$ cat src/rtl/rps_game_controller_if.sv
// Player-side signal bundle for rps_game_controller: button/switch inputs plus display-phase outputs.
// play is a level-sensitive button (no valid/ready); every output is registered in the controller.
interface rps_game_controller_if;
  logic       play;
  logic [2:0] choice;
  logic [1:0] state;
  logic [7:0] fpgachoice;
  logic [1:0] score;
  logic [7:0] ctn;
  logic [3:0] wins;
  logic [3:0] losses;

  modport master (output play, choice,
                  input  state, fpgachoice, score, ctn, wins, losses);
  modport slave  (input  play, choice,
                  output state, fpgachoice, score, ctn, wins, losses);
endinterface

$ cat src/rtl/rps_game_controller.sv
// Rock-paper-scissors(-lizard-spock) sequencer: IDLE -> REVEAL -> RESULT on a prescaled tick.
// Define RPS_LIZARD_SPOCK_EN for the five-move game; undefined builds the classic three-move game.
module rps_game_controller #(
    parameter int TICK_DIV     = 500000,
    parameter int SHOW_TICKS   = 100,
    parameter int RESULT_TICKS = 110
) (
    input logic Clock,
    input logic Reset,
    rps_game_controller_if.slave bus
);
    localparam int PW = $clog2(TICK_DIV);
`ifdef RPS_LIZARD_SPOCK_EN
    localparam logic [7:0] MAXPICK   = 8'd98;
    localparam logic [2:0] MAXCHOICE = 3'd4;
`else
    localparam logic [7:0] MAXPICK   = 8'd58;
    localparam logic [2:0] MAXCHOICE = 3'd2;
`endif

    typedef enum logic [1:0] {IDLE = 2'd0, REVEAL = 2'd1, RESULT = 2'd2} state_t;

    state_t        state_q, state_n;
    logic [PW-1:0] presc_q, presc_n;
    logic [7:0]    ctn_q, ctn_n;
    logic [7:0]    pick_q, pick_n;
    logic [2:0]    choice_q, choice_n;
    logic [1:0]    score_q, score_n;
    logic [3:0]    wins_q, wins_n;
    logic [3:0]    losses_q, losses_n;
    logic          play_d;
    logic          tick, rise, choice_ok;
    logic [1:0]    round_result;

    function automatic logic [2:0] decode(input logic [7:0] p);
        if (p <= 8'd18)      decode = 3'd0;
        else if (p <= 8'd38) decode = 3'd1;
        else if (p <= 8'd58) decode = 3'd2;
        else if (p <= 8'd78) decode = 3'd3;
        else                 decode = 3'd4;
    endfunction

    // 0 tie, 1 player (p) beats fpga (f), 2 player loses
    function automatic logic [1:0] outcome(input logic [2:0] p, input logic [2:0] f);
        logic win;
        win = 1'b0;
        case (p)
            3'd0: win = (f == 3'd2) || (f == 3'd3);
            3'd1: win = (f == 3'd0) || (f == 3'd4);
            3'd2: win = (f == 3'd1) || (f == 3'd3);
`ifdef RPS_LIZARD_SPOCK_EN
            3'd3: win = (f == 3'd1) || (f == 3'd4);
            3'd4: win = (f == 3'd0) || (f == 3'd2);
`endif
            default: win = 1'b0;
        endcase
        if (p == f)   outcome = 2'd0;
        else if (win) outcome = 2'd1;
        else          outcome = 2'd2;
    endfunction

    assign tick         = (presc_q == PW'(TICK_DIV - 1));
    assign rise         = bus.play & ~play_d;
    assign choice_ok    = (bus.choice <= MAXCHOICE);
    assign round_result = outcome(choice_q, decode(pick_q));

    always_comb begin
        state_n  = state_q;
        presc_n  = presc_q;
        ctn_n    = ctn_q;
        pick_n   = pick_q;
        choice_n = choice_q;
        score_n  = score_q;
        wins_n   = wins_q;
        losses_n = losses_q;
        case (state_q)
            IDLE: begin
                ctn_n   = 8'd0;
                presc_n = '0;
                if (rise && choice_ok) begin
                    // pick_q is left untouched so the value seen this cycle is the captured one
                    choice_n = bus.choice;
                    state_n  = REVEAL;
                end else begin
                    pick_n = (pick_q == MAXPICK) ? 8'd0 : pick_q + 8'd1;
                end
            end
            REVEAL: begin
                if (!tick) begin
                    presc_n = presc_q + PW'(1);
                end else if (ctn_q == 8'(SHOW_TICKS - 1)) begin
                    score_n = round_result;
                    if (round_result == 2'd1 && wins_q != 4'd9)   wins_n   = wins_q + 4'd1;
                    if (round_result == 2'd2 && losses_q != 4'd9) losses_n = losses_q + 4'd1;
                    state_n = RESULT;
                    ctn_n   = 8'd0;
                    presc_n = '0;
                end else begin
                    ctn_n   = ctn_q + 8'd1;
                    presc_n = '0;
                end
            end
            RESULT: begin
                if (!tick) begin
                    presc_n = presc_q + PW'(1);
                end else if (ctn_q == 8'(RESULT_TICKS - 1)) begin
                    state_n = IDLE;
                    ctn_n   = 8'd0;
                    presc_n = '0;
                end else begin
                    ctn_n   = ctn_q + 8'd1;
                    presc_n = '0;
                end
            end
            default: state_n = IDLE;
        endcase
    end

    always_ff @(posedge Clock) begin
        if (Reset) begin
            state_q  <= IDLE;
            presc_q  <= '0;
            ctn_q    <= 8'd0;
            pick_q   <= 8'd0;
            choice_q <= 3'd0;
            score_q  <= 2'd0;
            wins_q   <= 4'd0;
            losses_q <= 4'd0;
            play_d   <= 1'b0;
        end else begin
            state_q  <= state_n;
            presc_q  <= presc_n;
            ctn_q    <= ctn_n;
            pick_q   <= pick_n;
            choice_q <= choice_n;
            score_q  <= score_n;
            wins_q   <= wins_n;
            losses_q <= losses_n;
            play_d   <= bus.play;
        end
    end

    assign bus.state      = state_q;
    assign bus.fpgachoice = pick_q;
    assign bus.score      = score_q;
    assign bus.ctn        = ctn_q;
    assign bus.wins       = wins_q;
    assign bus.losses     = losses_q;
endmodule

$ cat src/flat_wrapper.sv
// flat-port wrapper written by rule: the top's interface ports become plain ports
module rps_game_controller_flat 
#(
    parameter int TICK_DIV     = 500000,
    parameter int SHOW_TICKS   = 100,
    parameter int RESULT_TICKS = 110
)
  (Clock, Reset, bus_play, bus_choice, bus_state, bus_fpgachoice, bus_score, bus_ctn, bus_wins, bus_losses);
  rps_game_controller_if bus_i ();
  input logic Clock;
  input logic Reset;
  input wire logic [$bits(bus_i.play)-1:0] bus_play;
  input wire logic [$bits(bus_i.choice)-1:0] bus_choice;
  output wire logic [$bits(bus_i.state)-1:0] bus_state;
  output wire logic [$bits(bus_i.fpgachoice)-1:0] bus_fpgachoice;
  output wire logic [$bits(bus_i.score)-1:0] bus_score;
  output wire logic [$bits(bus_i.ctn)-1:0] bus_ctn;
  output wire logic [$bits(bus_i.wins)-1:0] bus_wins;
  output wire logic [$bits(bus_i.losses)-1:0] bus_losses;
  assign bus_i.play = bus_play;
  assign bus_i.choice = bus_choice;
  assign bus_state = bus_i.state;
  assign bus_fpgachoice = bus_i.fpgachoice;
  assign bus_score = bus_i.score;
  assign bus_ctn = bus_i.ctn;
  assign bus_wins = bus_i.wins;
  assign bus_losses = bus_i.losses;
  rps_game_controller #(.TICK_DIV(TICK_DIV), .SHOW_TICKS(SHOW_TICKS), .RESULT_TICKS(RESULT_TICKS)) u_core (.Clock(Clock), .Reset(Reset), .bus(bus_i));
endmodule
$ cat config.mk
export PLATFORM = sky130hd
export DESIGN_NAME = rps_game_controller_flat
export DESIGN_NICKNAME = d
export VERILOG_FILES = /design/src/rtl/rps_game_controller_if.sv /design/src/rtl/rps_game_controller.sv /design/src/flat_wrapper.sv
export SDC_FILE = /design/constraint.sdc
export NUM_CORES = 1
export LEC_CHECK = 0
export ABC_AREA = 1
export CORE_MARGIN = 2
export CORE_UTILIZATION = 45
export DETAILED_ROUTE_END_ITERATION = 6
export DONT_BUFFER_PORTS = 1
export GPL_TIMING_DRIVEN = 0
export PLACE_DENSITY = 0.72
export SLEW_MARGIN = 25
export SYNTH_ARGS = -nofsm -noshare
export SYNTH_HDL_FRONTEND = slang
export SYNTH_SLANG_ARGS = --single-unit
$ cat constraint.sdc
create_clock -name Clock -period 3.1 [get_ports Clock]
set_input_delay 0.31 -clock Clock [delete_from_list [all_inputs] [get_ports Clock]]
set_output_delay 0.31 -clock Clock [all_outputs]
set_load 0.005 [all_outputs]
==> flow_metrics.env <==
export IMPL_grt_pass1_vias=2484
export IMPL_post_synth_cell_area_avg_um2=7.023
export IMPL_hold_path_cell_count=1
export IMPL_gr_usage_all_layers=0.1787
export IMPL_critical_path_slowest_cell="sky130_fd_sc_hd__dfxtp_1"
export IMPL_die_height_um=84.58
export IMPL_cp_cell_sequence="ha_1 > nand2_1 > nor4_1 > nand4_1 > nand2_1 > inv_1 > o21ai_1 > buf_2 > nor3_1"
export IMPL_synth_cell_types=39
export IMPL_setup_worst_path_end="u_core.presc_q[6]"
export IMPL_top_post_synthesis_cells_by_area="sky130_fd_sc_hd__dfxtp_1 (35%), sky130_fd_sc_hd__inv_1 (9.0%), sky130_fd_sc_hd__nand2_1 (7.8%)"
export IMPL_yosys_warnings=0
export IMPL_final_util=0.4966
export IMPL_final_min_clock_period_ns=2.239
export IMPL_synth_edf_count=0
export IMPL_cp_start_kind="flip-flop"
export IMPL_achievable_frequency_mhz=446.7
export IMPL_final_setup_skew_ns=0.005038
export IMPL_post_place_ws_ns=0.9004
export IMPL_setup_reg_to_reg_worst_slack_ns=0.86
export IMPL_grt_setup_unrepaired="no"
export IMPL_p_sw_w=0.0004908
export IMPL_core_area_um2=6314
export IMPL_numPortBuffers=0
export IMPL_ant_nets=0
export IMPL_setup_violations=0
export IMPL_postRouteWirelength_um=5977
export IMPL_ys_ff_latch=51
export IMPL_timing_rr_start="u_core.presc_q[0]"
export IMPL_cts_root_to_sink_buffers=2
export IMPL_remaining_drc_errors=0
export IMPL_grt_overflow_total=0
export IMPL_clkSlewWorstSetupHoldPaths_ns=0.09
export IMPL_initial_antenna_violation_count=0
export IMPL_post_layout_total_power_w=0.001550
export IMPL_fillers=629
export IMPL_pwr_density_cell_nw_per_um2=494.3
export IMPL_clkLatencyLatePin_ns=0.31
export IMPL_async_reset_ff_frac=0
export IMPL_combinationalPowerShare=0.207
export IMPL_max_cap_viol_count=0
export IMPL_clkPwrFrac=0.312
export IMPL_grt_busiest_layer="met2"
export IMPL_initialDrtViolationCount=93
export IMPL_ctsRootBufferMaster="sky130_fd_sc_hd__clkbuf_8"
export IMPL_initial_core_utilization=0.4627
export IMPL_met3_usage=0.04720
export IMPL_mostFrequentLayoutCells="sky130_fd_sc_hd__inv_1 (70), sky130_fd_sc_hd__nand2_1 (61), sky130_fd_sc_hd__nor2_1 (57), sky130_fd_sc_hd__dfxtp_1 (51), sky130_fd_sc_hd__a21oi_1 (27)"
export IMPL_r2r_worst_path_cells=9
export IMPL_grt_pass1_wl_um=10560
export IMPL_postSynthNetCount=436
export IMPL_cts_made_buffers=5
export IMPL_slew_violations=0
export IMPL_sequentialPowerShare=0.481
export IMPL_worst_setup_path_type="reg2reg"
export IMPL_use_met2=0.2985
export IMPL_die_width_um=84.58
export IMPL_critical_path_required_ns=3.30
export IMPL_area_growth_synth_to_final_pct=7.323
export IMPL_reported_leakage_power_nw=1.241
export IMPL_cp_startpoint="u_core.presc_q[0]"
export IMPL_tightest_slew_ns=0.5384
export IMPL_route_detailed_vias_per_inst=5.090
export IMPL_yosys_most_used_dff="sky130_fd_sc_hd__dfxtp_1"
export IMPL_place_congestion=0.8442
export IMPL_cts_hold_buffers=0
export IMPL_worstPathMaxFanout=10
export IMPL_syn_area_um2=2922
export IMPL_setup_tns_ns=0
export IMPL_r2r_end="u_core.presc_q[6]"
export IMPL_seq_area_frac_synth=0.3495
export IMPL_ctsResizeCount=0
export IMPL_num_nets_final=443
export IMPL_critPathMaxStageDelay_ns=0.38
export IMPL_ioPinCount=34
export IMPL_clkSinkCount=51
export IMPL_timing_final_hold_violations=0
export IMPL_placementRows=29
export IMPL_die_area_um2=7153
export IMPL_max_vdd_ir_drop_uv=258.7
export IMPL_post_route_cells_drive_above_1_share=0.1061
export IMPL_final_common_cell="sky130_fd_sc_hd__inv_1"
export IMPL_synth_top_area_cell="sky130_fd_sc_hd__dfxtp_1"
export IMPL_post_cts_setup_buffers=0
export IMPL_slew_headroom=0.6411
export IMPL_crit_arrival_ns=2.44
export IMPL_min_path_type="in2reg"
export IMPL_first_pass_iters=4
export IMPL_netlist_instances=416
export IMPL_met1_usage=0.2201
export IMPL_setup_worst_path_end_class="flip-flop"
export IMPL_worst_path_most_repeated_cell="sky130_fd_sc_hd__nand2_1"
export IMPL_n_antenna_cell=0
export IMPL_layout_setup_ws_ns=0.8612
export IMPL_finalCritPeriodShare=0.7222
export IMPL_grt_max_degree=16
export IMPL_vias=2550
export IMPL_intPower_w=0.001059
export IMPL_result_of_the_run="completed"
export IMPL_mean_routed_wirelength_per_cell_um=11.93
export IMPL_switching_share=0.3166
export IMPL_htree_num_levels=2
export IMPL_tritoncts="yes"
export IMPL_synth_top_area_share=0.3495
export IMPL_place_hpwl_um=4592
## cell usage after synthesis, drive strengths merged, types with 2 or more instances
library cell,n
dfxtp,51
a21oi,27
o21a,3
xor2,8
inv,72
nand3,27
nand4,8
a211oi,5
nor3b,4
nor2,67
buf,2
nor3,20
ha,14
o21ai,20
nand2,73
or2,4
nor4,3
## power groups by stage
stage	registers, W	clock network [W]	logic, W
after floorplan	0.000746	0	0.000261
after global placement	0.000763	0	0.000315
after detailed placement	0.000762	0	0.000320
after CTS	0.000746	0.000498	0.000323
after global routing	0.000754	0.000520	0.000373
final	0.000746	0.000483	0.000321
## logic make-up (layout without fill, tap and decap cells)
kind of cell | Yosys count | in the layout | synth area share
AO/OA/AOI/OAI | 60 | 60 | 0.1169
XOR/XNOR | 8 | 8 | 0.02398
adder cells (fa/ha/maj) | 14 | 14 | 0.05996
buffers and inverters | 76 | 84 | 0.09850
flip-flops | 51 | 51 | 0.3495
AND/OR/NAND/NOR | 207 | 207 | 0.3512
## registers in the layout (all words and copies together), names as in the netlist
| signal | cells |
|---|---|
| u_core.presc_q | 19 |
| u_core.bus.ctn | 8 |
| u_core.bus.fpgachoice | 8 |
| u_core.bus.losses | 4 |
| u_core.bus.wins | 4 |
| u_core.choice_q | 3 |
| u_core.bus.score | 2 |
| u_core.bus.state | 2 |
| u_core.play_d | 1 |
## metal layers
metal / up-vias / part of all wire
met5: - / 0
met4: 0 / 0.017
met3: 9 / 0.054
met2: 49 / 0.46
met1: 1144 / 0.47
li1: 1348 / -
## cell type report
type / count / area (um^2) / area share
Clock buffer: 6 / 82.58 / 0.02634
Clock inverter: 2 / 35.03 / 0.01117
Multi-Input combinational cell: 289 / 1613 / 0.5144
Tap cell: 77 / 96.34 / 0.03073
Sequential cell: 51 / 1021 / 0.3256
Buffer: 3 / 13.76 / 0.004389
Inverter: 73 / 274.0 / 0.08739
## worst max-delay path: cells and delay by family, from the launching register on
kind / cells / cell delay (ns)
AOI/OAI and AO/OA: 1 / 0.33
adders and majority gates: 1 / 0.22
buffers and inverters: 2 / 0.36
DFF: 1 / 0.38
and+or+nand+nor: 5 / 0.85
## through the flow
stage | std cells | cell area (um^2) | hold slack (ns)
2_1_floorplan | 416 | 2922 | 0.4007
3_3_place_gp | 493 | 3018 | 0.4149
3_5_place_dp | 493 | 3018 | 0.4141
4_1_cts | 501 | 3136 | 0.08009
5_1_grt | 501 | 3136 | 0.08058
6_report | 501 | 3136 | 0.08967
## worst min-delay path by stage
| stage | end | startpoint | slack [ns] |
|---|---|---|---|
| after CTS | u_core.presc_q[4] | Reset | 0.08 |
| final | u_core.presc_q[4] | Reset | 0.09 |
| after global placement | u_core.presc_q[4] | Reset | 0.41 |
| after floorplan | u_core.presc_q[4] | Reset | 0.40 |
| after global routing | u_core.presc_q[4] | Reset | 0.08 |
| after detailed placement | u_core.presc_q[4] | Reset | 0.41 |
Note: power is estimated with default switching activity, not from simulation.
